$ cat config.mk
export PLATFORM = sky130hd
export DESIGN_NAME = pipe_stage_skid_reg
export DESIGN_NICKNAME = d
export VERILOG_FILES = /design/src/rtl/pipe_stage_skid_reg.sv
export SDC_FILE = /design/constraint.sdc
export NUM_CORES = 1
export LEC_CHECK = 0
export ABC_AREA = 1
export CAP_MARGIN = 20
export CORE_MARGIN = 4
export CORE_UTILIZATION = 56
export CTS_BUF_LIST = sky130_fd_sc_hd__clkbuf_8
export CTS_CLUSTER_DIAMETER = 30
export DETAILED_ROUTE_END_ITERATION = 7
export HOLD_SLACK_MARGIN = 0.15
export PLACE_DENSITY = 0.88
export RECOVER_POWER = 100
export SLEW_MARGIN = 20
export SYNTH_ARGS = -nofsm -noshare
export SYNTH_HDL_FRONTEND = slang
export SYNTH_SLANG_ARGS = --single-unit
$ cat constraint.sdc
create_clock -name clk_i -period 2.5 [get_ports clk_i]
set_input_delay 0.75 -clock clk_i [delete_from_list [all_inputs] [get_ports clk_i]]
set_output_delay 0.75 -clock clk_i [all_outputs]
set_load 0.03 [all_outputs]
$ cat src/rtl/pipe_stage_skid_reg.sv
// pipe_stage_skid_reg: valid/ready pipeline register with 2-entry skid, flush and stall counter
module pipe_stage_skid_reg #(
  parameter int CTRL_W = 24,
  parameter int DATA_W = 32,
  parameter int CNT_W  = 16
) (
  input  logic              clk_i,
  input  logic              rst_ni,
  input  logic              flush_i,
  input  logic              in_valid_i,
  output logic              in_ready_o,
  input  logic [CTRL_W-1:0] in_ctrl_i,
  input  logic [DATA_W-1:0] in_data_i,
  output logic              out_valid_o,
  input  logic              out_ready_i,
  output logic [CTRL_W-1:0] out_ctrl_o,
  output logic [DATA_W-1:0] out_data_o,
  input  logic              stat_clr_i,
  output logic [CNT_W-1:0]  stall_cnt_o
);
  logic              m_valid_q, m_valid_d, s_valid_q, s_valid_d;
  logic [CTRL_W-1:0] m_ctrl_q, m_ctrl_d, s_ctrl_q, s_ctrl_d;
  logic [DATA_W-1:0] m_data_q, m_data_d, s_data_q, s_data_d;
  logic [CNT_W-1:0]  cnt_q, cnt_d;
  logic              in_fire, m_take, stall;

  assign in_ready_o  = !s_valid_q;
  assign out_valid_o = m_valid_q;
  assign out_ctrl_o  = m_valid_q ? m_ctrl_q : '0;
  assign out_data_o  = m_data_q;
  assign stall_cnt_o = cnt_q;
  assign in_fire     = in_valid_i & !s_valid_q;
  assign m_take      = !m_valid_q | out_ready_i;
  assign stall       = m_valid_q & !out_ready_i;

  // Next state: skid drains into main before new input; flush drops valids but keeps data.
  always_comb begin
    m_valid_d = m_valid_q;
    m_ctrl_d  = m_ctrl_q;
    m_data_d  = m_data_q;
    s_valid_d = s_valid_q;
    s_ctrl_d  = s_ctrl_q;
    s_data_d  = s_data_q;
    if (flush_i) begin
      m_valid_d = 1'b0;
      s_valid_d = 1'b0;
    end else if (m_take) begin
      m_valid_d = s_valid_q | in_fire;
      m_ctrl_d  = s_valid_q ? s_ctrl_q : in_fire ? in_ctrl_i : m_ctrl_q;
      m_data_d  = s_valid_q ? s_data_q : in_fire ? in_data_i : m_data_q;
      s_valid_d = 1'b0;
    end else if (in_fire) begin
      s_valid_d = 1'b1;
      s_ctrl_d  = in_ctrl_i;
      s_data_d  = in_data_i;
    end
    cnt_d = stat_clr_i ? '0 : (stall && cnt_q != {CNT_W{1'b1}}) ? cnt_q + 1'b1 : cnt_q;
  end

  // State registers; reset empties both entries and clears all payload and the counter.
  always_ff @(posedge clk_i or negedge rst_ni) begin
    if (!rst_ni) begin
      m_valid_q <= 1'b0;
      m_ctrl_q  <= '0;
      m_data_q  <= '0;
      s_valid_q <= 1'b0;
      s_ctrl_q  <= '0;
      s_data_q  <= '0;
      cnt_q     <= '0;
    end else begin
      m_valid_q <= m_valid_d;
      m_ctrl_q  <= m_ctrl_d;
      m_data_q  <= m_data_d;
      s_valid_q <= s_valid_d;
      s_ctrl_q  <= s_ctrl_d;
      s_data_q  <= s_data_d;
      cnt_q     <= cnt_d;
    end
  end
endmodule
==> impl_metrics.csv <==
group,metric,value,unit
logic_synthesis,yosysMostFrequentCell,"nand2_1",
clock_network,cts_made_buffers,17,
clock_network,hold_buffers,0,
timing,tns,0,ns
timing,tightestPinTransition,1.055,ns
logic_synthesis,synth_edf_count,0,
floorplanning,die_w,111.7,um
clock_network,clock-sinks,130,
logic_synthesis,async_flop_share,100.0,%
critical_path,endpoint_kind,"primary output",
global_routing,grt_pass1_wl,24.83,mm
placement,hpwl,9.759,mm
logic_synthesis,synth-seq-cells,130,
layout,area_delta_synth_final,27.94,%
timing,grt_setup_unrepaired,"no",
detailed_routing,avgRoutedWirePerCell,14.13,um
timing,min_period,2.423,ns
power_and_ir_drop,peakVddDrop,464.3,uV
floorplanning,core-area,0.01042,mm2
timing,setup_viol,0,
global_routing,grt.overflow.total,0,
timing,fmax,412.7,MHz
critical_path,worstPathRequired,1.75,ns
clock_network,cts_buffer_depth,2,
critical_path,worstPathMaxFanout,6,
timing,finalCritPeriodShare,96.93,%
detailed_routing,drtAntennaViolNets,0,
power_and_ir_drop,power.internal,3.904,mW
detailed_routing,vias_per_cell,5.250,
layout,final_nets,941,
floorplanning,io_pins,136,
clock_network,post-cts-setup-buffers,0,
critical_path,worstPathCellList,"dlygate4sd3_1",
clock_network,h-tree-depth,4,
flow_run,maxCapViolations,0,
global_routing,grt_max_degree,114,
logic_synthesis,synth_nets,820,
logic_synthesis,mappedNetlistArea,0.006018,mm2
power_and_ir_drop,p_leak,4.111,nW
global_routing,antenna_found_initial,0,
detailed_routing,dr.pass1.iters,5,
detailed_routing,wl,14.50,mm
critical_path,cp.buffers_inverters,1,
worst_hold_path,hp-class,"in2async",
floorplanning,row_count,37,
logic_synthesis,syn_area_per_cell,7.950,um2
clock_network,clk_pin_slew,0.08,ns
critical_path,startpoint_type,"register",
floorplanning,initial_core_util,57.78,%
global_routing,grt_pass1_vias,5266,
logic_synthesis,ys_seq_area_share,54.05,%
power_and_ir_drop,switching_power,1.715,mW
logic_synthesis,synthCells,757,
critical_path,crit_family,"buffers and inverters",
power_and_ir_drop,switching_share,30.52,%
placement,place.gp.congestion,0.9107,
logic_synthesis,synth_area_leader_cell,"dfrtp_1",
detailed_routing,drcViolationCount,0,
critical_path,path_class,"reg2out",
timing,skew,0.01875,ns
layout,insertedDiodeCount,0,
power_and_ir_drop,combPwrFrac,19.0,%
logic_synthesis,synth_area_leaders,"dfrtp_1 54%, nand2_1 16%, o21ai_0 12%",
outcome,status,"finished clean",
timing,relSlewSlack,29.67,%
clock_network,cts_tree,"yes",
power_and_ir_drop,power_density,729.8,mW/mm2
floorplanning,fp.dieH,111.7,um
timing,drv_slew,0,
logic_synthesis,synth_flop_cell,"dfrtp_1",
layout,design_area,0.007700,mm2
power_and_ir_drop,p_clk_share,33.7,%
floorplanning,dieArea,0.01247,mm2
detailed_routing,first_iter_violations,385,
detailed_routing,num_vias,5386,
power_and_ir_drop,power_frac_seq,47.4,%
layout,final_layout_size_suffix_gt1_share,8.539,%
clock_network,cts_resized,0,
clock_network,clk_latency,0.42,ns
logic_synthesis,synth_top_area_share,54.05,%
logic_synthesis,synth_cell_types,25,
timing,hold_violations,0,
layout,fillers,792,
critical_path,arrival,1.67,ns
clock_network,cts_root_buf,"clkbuf_8",
critical_path,cp_slowest_cell,"dlygate4sd3_1",
critical_path,cpPeakStageDelay,0.78,ns
placement,io_buffers,135,
critical_path,r2r_cells,6,
placement,place_area,0.007427,mm2
critical_path,path_depth,1,
logic_synthesis,synth_warnings,0,
global_routing,gr-usage-all-layers,24.07,%
power_and_ir_drop,finalPower,5.619,mW
logic_synthesis,synthTopCellsByCount,"251 x nand2_1, 149 x o21ai_0, 130 x dfrtp_1",
-- kinds of logic (layout without fill, tap and decap cells) --
group                    count (synthesis)  count (layout)  share of synthesized area (%)
XOR/XNOR                                 5               5                         0.7276
AND/OR/NAND/NOR                        303             303                          20.48
flip-flops                             130             130                          54.05
adder cells (fa/ha/maj)                  1               1                         0.2079
AO/OA/AOI/OAI                          177             177                          15.07
buffers and inverters                  141             274                          9.459
-- flip-flops by register name (all words and copies together) (netlist names) --
| name | cells |
|---|---|
| s_ctrl_q | 24 |
| out_data_o | 32 |
| m_ctrl_q | 24 |
| s_valid_q | 1 |
| out_valid_o | 1 |
| stall_cnt_o | 16 |
| s_data_q | 32 |
-- metrics by stage --
stage | hold slack, ns | setup WS, ns | std cells | utilization [%]
after floorplan | 0.4479 | 0.4995 | 757 | -
after global placement | 0.4598 | 0.3084 | 995 | 71.30
after detailed placement | 0.4637 | 0.2532 | 995 | 71.30
after CTS | 0.3133 | 0.07897 | 1026 | 75.36
after global routing | 0.5064 | 0.02638 | 1026 | 73.92
final | 0.4645 | 0.07674 | 1026 | 73.92
-- worst paths after layout --
kind	startpoint	endpoint	slack [ns]
setup / recovery	stall_cnt_o[8]$_DFFE_PN0P_	stall_cnt_o[8]	0.08
hold / removal	rst_ni	stall_cnt_o[13]$_DFFE_PN0P_	0.46
setup reg to reg	s_valid_q$_DFFE_PN0P_	s_data_q[26]$_DFFE_PN0P_	0.30
hold reg to reg	out_data_o[16]$_DFFE_PN0P_	out_data_o[16]$_DFFE_PN0P_	0.48
max in group asynchronous	rst_ni	s_data_q[0]$_DFFE_PN0P_	0.53
min in group clk_i	out_data_o[16]$_DFFE_PN0P_	out_data_o[16]$_DFFE_PN0P_	0.48
-- cell type report --
| cell class | instances | area (um2) | area share (%) |
|---|---|---|---|
| Sequential cell | 130 | 3253 | 42.25 |
| Multi-Input combinational cell | 486 | 2177 | 28.27 |
| Timing Repair Buffer | 144 | 1305 | 16.95 |
| Inverter | 99 | 371.6 | 4.826 |
| Clock buffer | 18 | 247.7 | 3.217 |
| Clock inverter | 13 | 175.2 | 2.275 |
| Tap cell | 136 | 170.2 | 2.210 |
-- power groups by stage --
stage          sequential (mW)  clock, mW  combinational [mW]
6_report                  2.66       1.89                1.07
5_1_grt                   2.70       2.04                1.19
4_1_cts                   2.66       1.92                1.16
3_5_place_dp              2.69          0                1.15
3_3_place_gp              2.68          0                1.10
2_1_floorplan             2.82          0               0.481
-- cells in the final DEF (no fill, tap or decap), types with 4 or more instances in the layout --
master | netlist | routed
a21oi_1 | 4 | 4
buf_4 | 1 | 7
clkbuf_2 | 0 | 20
clkbuf_8 | 0 | 18
clkdlybuf4s50_1 | 0 | 64
dfrtp_1 | 130 | 130
dlygate4sd3_1 | 0 | 45
inv_1 | 97 | 97
inv_6 | 0 | 5
nand2_1 | 251 | 251
nand3_1 | 14 | 14
nand4_1 | 11 | 11
nor2_1 | 17 | 19
o21ai_0 | 149 | 166
o21ai_1 | 18 | 4
xor2_1 | 4 | 4
-- per-layer routing --
layer | GRT usage, % | wire, um
met1 | 31.60 | 6037
met2 | 39.89 | 7343
met3 | 5.054 | 813
met4 | 8.435 | 301
met5 | 0 | 0
(Power assumes the default switching activity.)
